===== src/rtl/mem_port_arbiter.sv =====
// mem_port_arbiter
// Shares the single main-memory block port between the instruction cache and
// the data cache. Each cache-miss block transfer runs IDLE -> GRANT -> WAIT ->
// DONE. When both caches request in the same cycle, the side that was served
// last loses, so neither cache can starve the other.
// The per-side BUSYWAIT outputs feed the pipeline stall logic and are
// combinational, so the owner sees its stall release in the DONE cycle itself.
module mem_port_arbiter #(
    parameter int ADDR_WIDTH = 28,
    parameter int DATA_WIDTH = 128
) (
    input  logic                  CLK,
    input  logic                  RESET,
    input  logic                  I_READ,
    input  logic [ADDR_WIDTH-1:0] I_ADDRESS,
    output logic [DATA_WIDTH-1:0] I_READDATA,
    output logic                  I_BUSYWAIT,
    input  logic                  D_READ,
    input  logic                  D_WRITE,
    input  logic [ADDR_WIDTH-1:0] D_ADDRESS,
    input  logic [DATA_WIDTH-1:0] D_WRITEDATA,
    output logic [DATA_WIDTH-1:0] D_READDATA,
    output logic                  D_BUSYWAIT,
    output logic                  MEM_READ,
    output logic                  MEM_WRITE,
    output logic [ADDR_WIDTH-1:0] MEM_ADDRESS,
    output logic [DATA_WIDTH-1:0] MEM_WRITEDATA,
    input  logic [DATA_WIDTH-1:0] MEM_READDATA,
    input  logic                  MEM_BUSYWAIT
);

    typedef enum logic [1:0] {
        ST_IDLE  = 2'd0,
        ST_GRANT = 2'd1,
        ST_WAIT  = 2'd2,
        ST_DONE  = 2'd3
    } state_t;

    // Owner / last-served encoding: 0 = I side, 1 = D side.
    localparam logic SIDE_I = 1'b0;
    localparam logic SIDE_D = 1'b1;

    state_t                state_r;
    state_t                state_s;
    logic                  owner_r;
    logic                  last_r;
    logic [ADDR_WIDTH-1:0] addr_r;
    logic [DATA_WIDTH-1:0] wdata_r;
    logic [DATA_WIDTH-1:0] i_rdata_r;
    logic [DATA_WIDTH-1:0] d_rdata_r;
    logic                  mem_read_r;
    logic                  mem_write_r;

    logic                  i_req_s;
    logic                  d_req_s;
    logic                  any_req_s;
    logic                  sel_d_s;
    logic                  sel_write_s;
    logic                  grant_s;
    logic                  complete_s;
    logic                  done_s;

    // Request decode, round-robin owner selection and transfer event strobes
    always_comb begin
        i_req_s   = I_READ;
        d_req_s   = D_READ | D_WRITE;
        any_req_s = i_req_s | d_req_s;
        sel_d_s   = 1'b0;
        if (i_req_s && d_req_s) begin
            // Contention: the side that was not served last wins.
            sel_d_s = (last_r == SIDE_I);
        end else begin
            sel_d_s = d_req_s;
        end
        // D_READ together with D_WRITE is resolved as a write-back.
        sel_write_s = sel_d_s & D_WRITE;
        grant_s     = (state_r == ST_IDLE) && any_req_s;
        complete_s  = (state_r == ST_WAIT) && !MEM_BUSYWAIT;
        done_s      = (state_r == ST_DONE);
    end

    // Next-state logic for the transfer sequencer
    always_comb begin
        state_s = state_r;
        case (state_r)
            ST_IDLE: begin
                if (any_req_s) begin
                    state_s = ST_GRANT;
                end else begin
                    state_s = ST_IDLE;
                end
            end
            ST_GRANT: state_s = ST_WAIT;
            ST_WAIT: begin
                if (!MEM_BUSYWAIT) begin
                    state_s = ST_DONE;
                end else begin
                    state_s = ST_WAIT;
                end
            end
            ST_DONE: state_s = ST_IDLE;
            default: state_s = ST_IDLE;
        endcase
    end

    // Sequencer state register; reset abandons any transfer in flight
    always_ff @(posedge CLK) begin
        if (RESET) begin
            state_r <= ST_IDLE;
        end else begin
            state_r <= state_s;
        end
    end

    // Latch owner, address, write data and memory strobes at grant; drop strobes on completion
    always_ff @(posedge CLK) begin
        if (RESET) begin
            owner_r     <= SIDE_I;
            addr_r      <= {ADDR_WIDTH{1'b0}};
            wdata_r     <= {DATA_WIDTH{1'b0}};
            mem_read_r  <= 1'b0;
            mem_write_r <= 1'b0;
        end else if (grant_s) begin
            owner_r     <= sel_d_s;
            addr_r      <= sel_d_s ? D_ADDRESS : I_ADDRESS;
            wdata_r     <= sel_d_s ? D_WRITEDATA : {DATA_WIDTH{1'b0}};
            mem_read_r  <= ~sel_write_s;
            mem_write_r <= sel_write_s;
        end else if (complete_s) begin
            mem_read_r  <= 1'b0;
            mem_write_r <= 1'b0;
        end
    end

    // Record the served side and capture returned read data when memory finishes
    always_ff @(posedge CLK) begin
        if (RESET) begin
            last_r    <= SIDE_I;
            i_rdata_r <= {DATA_WIDTH{1'b0}};
            d_rdata_r <= {DATA_WIDTH{1'b0}};
        end else if (complete_s) begin
            last_r <= owner_r;
            if (mem_read_r && (owner_r == SIDE_D)) begin
                d_rdata_r <= MEM_READDATA;
            end
            if (mem_read_r && (owner_r == SIDE_I)) begin
                i_rdata_r <= MEM_READDATA;
            end
        end
    end

    assign MEM_READ      = mem_read_r;
    assign MEM_WRITE     = mem_write_r;
    assign MEM_ADDRESS   = addr_r;
    assign MEM_WRITEDATA = wdata_r;
    assign I_READDATA    = i_rdata_r;
    assign D_READDATA    = d_rdata_r;

    // Stall each requester until the DONE cycle of its own transfer.
    assign I_BUSYWAIT = i_req_s & ~(done_s & (owner_r == SIDE_I));
    assign D_BUSYWAIT = d_req_s & ~(done_s & (owner_r == SIDE_D));

endmodule

===== config.mk =====
export PLATFORM = sky130hd
export DESIGN_NAME = mem_port_arbiter
export DESIGN_NICKNAME = d
export VERILOG_FILES = /design/src/rtl/mem_port_arbiter.sv
export SDC_FILE = /design/constraint.sdc
export NUM_CORES = 1
export LEC_CHECK = 0
export ABC_CLOCK_PERIOD_IN_PS = 1500
export BUFFER_PORTS_ARGS = -buffer_cell sky130_fd_sc_hd__buf_2
export CORE_AREA = 2 2 283 285
export DETAILED_ROUTE_END_ITERATION = 10
export DIE_AREA = 0 0 285 287
export GPL_TIMING_DRIVEN = 0
export SLEW_MARGIN = 20
export SYNTH_ARGS = -nofsm -noshare
export SYNTH_HDL_FRONTEND = slang
export SYNTH_SLANG_ARGS = --single-unit

===== constraint.sdc =====
create_clock -name CLK -period 1.5 [get_ports CLK]
set_clock_uncertainty 0.15 [all_clocks]
set_input_delay 0.075 -clock CLK [delete_from_list [all_inputs] [get_ports CLK]]
set_output_delay 0.075 -clock CLK [all_outputs]
set_load 0.01 [all_outputs]

### Yosys cells after proc, flatten, opt, wreduce, memory -nomap -nowiden

Cells that the tools add are included.

* bits in registers: 418
* output and inout port bits: 416
* bits of input ports: 318
* word-level logic and storage cells: 43

* bitwise logic cells: 12
* muxes and demuxes: 9
* equality and inequality tests: 3
* reductions and logical operators: 10

Operator list (number)
* $mux 128: 1
* $mux 28: 1
* $pmux 2 s4: 1
* $mux 1: 6
* $and 1x1->1: 5
* $logic_and 1x1->1: 5
* $not 1->1: 5
* $eq 2x2->1 const B: 2
* $reduce_and 2->1: 2
* $eq 2x1->1 const B: 1
* $logic_not 2->1: 1
* $or 1x1->1: 2
* $reduce_bool 2->1: 1
* $logic_not 1->1: 1

### Depth between registers and ports, before layout

* word-level depth: 6
* mapped depth: 7
* depth with buffers taken out: 5

### Worst setup path after synthesis

Ideal clock, no wire load.

* kind: reg-to-reg
* from: register state_r[0]
* to: register d_rdata_r[10], in the netlist D_READDATA[10]
* required time: 1.280 ns
* cell stages (with the launch flop): 8
* buffers on the path: 2
* clock period less this slack: 1.623 ns
* arrival time: 1.402 ns
* setup slack: -0.123 ns
* setup time: 0.070 ns
* path through: dfxtp_1 inv_1 ha_1 nand4b_1 clkbuf_1 clkbuf_1 nand2_1 a21oi_1

* cells in the longest elaborated chain, start to end: 3

Ends and longest elaborated chain
* from (decl): line 43 `state_t state_r;`
* from (signal assigned): line 111 `state_r <= state_s;`
* $eq 2x2->1: line 78 `complete_s = (state_r == ST_WAIT) && !MEM_BUSYWAIT;`
* $logic_and 1x1->1: line 78
* $reduce_and 2->1 (no source line)
* to (signal assigned): line 140 `d_rdata_r <= {DATA_WIDTH{1'b0}};`
* to (decl): line 50 `logic [DATA_WIDTH-1:0] d_rdata_r;`

No other way between the ends.
A chain may end at the register's enable or synchronous reset.

### Worst setup path in the final report

* from: register state_r[0]
* to: register wdata_r[91], in the netlist MEM_WRITEDATA[91]

* cells in the longest elaborated chain, start to end: 2

Ends and longest elaborated chain
* $logic_not 2->1: line 77 `grant_s = (state_r == ST_IDLE) && any_req_s;`
* $logic_and 1x1->1: line 77
* to (signal assigned): line 120 `wdata_r <= {DATA_WIDTH{1'b0}};`
* to (signal assigned): line 126 `wdata_r <= sel_d_s ? D_WRITEDATA : {DATA_WIDTH{1'b0}};`
* to (decl): line 48 `logic [DATA_WIDTH-1:0] wdata_r;`

No other way between the ends.

==> run summary <==
status: finished with violations
failing checks: negative setup slack
Die Ht: 287 µm
first-pass GRT wire length: 102000 µm
Yosys top cell area share: 56.0%
Buffers on Ports: 730
Routed WL: 75400 µm
synth top area cells: dfxtp_1 (56%), nand2_1 (14%), a21oi_1 (8.6%)
Adder-Cell Fraction of Synth Area: 0.251%
leakage: 11.9 nW
core region area: 0.0786 mm²
FMAX: 0.563 GHz
wire length per cell: 19.0 µm
RSZ-0062 raised after global routing: true
Detail Placement HPWL: 51200 µm
post-route minimum period: 1.78 ns
Area growth syn-to-layout: 84.0%
mux contribution to synthesized area: 0.0669%
Avg Vias per Cell: 4.46
PnR Total Power: 31.9 mW
largest area contributor in the netlist: dfxtp_1
GR Util met3: 4.00%
residual DRC count: 0
nets@finish: 3203
Routed Antenna Nets: 0
R2R depth: 8
met1 usage in global routing: 17.9%
pwr dens: 1160 mW/mm²
routed vias: 17700
fin crit share: 118%
Post-Syn Area: 0.0150 mm²
final setup TNS: -75.47 ns
Final WS setup: -0.277 ns
Place WS: -0.761 ns
hold worst-path end: state_r[0]
Seq cells post-synth: 418
Post-synth EDFFs: 0
Synth Area in XOR/XNOR: 0%
clock latency on the worst-skew pair: 0.57 ns
ys flop type: dfxtp_1
CTS Buffer Depth: 3
pin count of the biggest net entering global routing: 14
gpl congestion: 0.886
total track usage: 16.0%
post-route cell area: 0.0275 mm²
max-slew violation count: 0
CTS H-tree depth: 2
Slew Limit Headroom: 33.5%
Synth top cells by count: nand2_1 (568), dfxtp_1 (418), a21oi_1 (257), nor2_1 (160), a32oi_1 (129)
Finish-stage setup viols: 407
Crit Reg-Reg Endpoint: MEM_WRITEDATA[91]
initial core utilization: 19.0%
Hold Crit Depth: 5
count leader, synth: nand2_1
DRT iter0 DRCs: 842
Num CTS Buffers: 47
Die Area: 0.0818 mm²
Reg2Reg Setup Slack: -0.28 ns
gr busiest metal: met2
# Max-Cap Violations: 0
Fillers: 7887
Startpoint Class: flip-flop
worst-path fanout max: 10
Fin. Hold Viols: 0
Critical Path RT: 1.80 ns
Synth Instances: 1741
total gr overflow: 0
DR pass1 iterations: 6
combinational family with the most area after synthesis: compound AO/OA/AOI/OAI gates
Warnings, synthesis: 0
initial antenna violation count: 2
Worst setup EP type: flip-flop
crit path DAT: 2.07 ns
worst r2r src: state_r[0]
HP Start: D_WRITE
Peak supply drop: 0.935 mV
Async SR Flop Fraction: 0%
Synth Area in Compound Gates: 19.5%
Yosys cell types: 32
CTS Sinks: 418
met2 Usage GRT: 28.2%
vias in the first global route: 17200
Worst Tran Pin Value: 0.998 ns
CTS tree: built
CTS clock-pin slew for the worst setup and hold paths: 0.06 ns
HP Class: input port to flip-flop
Row Count: 103
Avg Cell Area, Syn: 8.59 µm²
Net Count, Synth: 2062
area post-placement: 0.0200 mm²
CTS root buffer: clkbuf_16
Simple-Gate Fraction of Synth Area: 18.7%
post-synthesis sequential area ratio: 56.0%
layout cells sized above 1: 41.5%
critical path start-end classification: flip-flop to flip-flop
I/O Pins: 734
DIE WIDTH: 285 µm
-- how the worst max path moves through the flow --
stage	from	end	depth (start not counted)
finish	state_r[0]	MEM_WRITEDATA[91]	8
floorplan	state_r[0]	I_READDATA[119]	7
CTS	state_r[0]	D_READDATA[62]	8
global route	state_r[1]	MEM_WRITEDATA[83]	8
detailed placement	state_r[0]	D_READDATA[23]	7
global placement	state_r[0]	D_READDATA[93]	7
-- worst max-delay path: stages (launching register included) --
cell and delay (ns):
dfxtp_2 0.34, inv_2 0.06, ha_4 0.17, a21boi_4 0.15
buf_12 0.15, buf_12 0.15, buf_12 0.15, a32oi_2 0.24
nor2_1 0.06
-- metal layers --
layer,vias to the layer above,share of wire (%),wire (µm)
met5,-,0,0
met4,0,4.6,3490
met3,175,7.0,5270
met2,886,50,37700
met1,8421,38,29000
li1,8229,-,-
-- cells in the final DEF (no fill, tap or decap), types with 8 or more instances in the layout --
master         synthesis  layout
a21oi_1              257     162
a21oi_2                0      95
a311oi_1               8       8
a311oi_2              20      20
a32oi_1              129      89
a32oi_2                0      40
buf_12                 0      24
buf_2                 80     742
buf_4                  2      25
buf_6                 15      36
buf_8                  0      24
clkbuf_1              59      50
clkbuf_16              0      70
clkbuf_8               0      21
dfxtp_1              418     414
dlygate4sd3_1          0     316
nand2_1              568     506
nand2_2                0      19
nand2_4                0      43
nor2_1               160     151
nor2_4                 0       9
-- final cells by class --
type                       count  area, µm²  share of cell area (%)
timing repair buffer        1090       7620                    27.7
antenna                        3       7.51                  0.0273
inverter                       3       11.3                  0.0409
buffer                       157       1550                    5.65
tap                         1050       1310                    4.78
multi-input combinational   1165       6970                    25.3
clock buffer                  73       1490                    5.40
clock inverter                14        173                   0.628
sequential                   418       8380                    30.5
-- report_power, final --
part,internal [mW],switching (mW)
Combinational,3.47,3.83
Sequential,11.8,0.510
Clock,7.33,4.93
Total,22.6,9.27
-- registers in the layout (all words and copies together), names as in the netlist, 2 cells and up --
register	cells
D_READDATA	128
I_READDATA	128
MEM_ADDRESS	28
MEM_WRITEDATA	128
state_r	2
-- metrics by stage --
step	hold WS, ns	std cells	util, %
after floorplan	0.0610	1741	-
after global placement	0.174	3521	25.4
after detailed placement	0.182	3521	25.4
after CTS	-0.404	3930	32.3
after global routing	0.00156	3972	35.0
final	0.00703	3973	35.0
-- cells by family (layout without fill, tap and decap cells) --
group | Yosys count | after routing
simple gates | 735 | 735
compound gates | 424 | 426
flops | 418 | 418
buf+inv | 160 | 1337
fa+ha+maj | 3 | 3
mux | 1 | 1
other cells | 0 | 3
-- what timing repair did --
| item | CTS | global route |
|---|---|---|
| buffers inserted | 3 | 13 |
| resized for setup | 150 | 365 |
| pin swaps | 16 | 140 |
| hold buffers | 316 | 3 |
| gates cloned | 3 | 26 |
| endpoints found under the hold margin | 417 | 10 |
| setup endpoints to repair | 418 | 419 |
No activity file was read; power rests on OpenSTA's default activity.
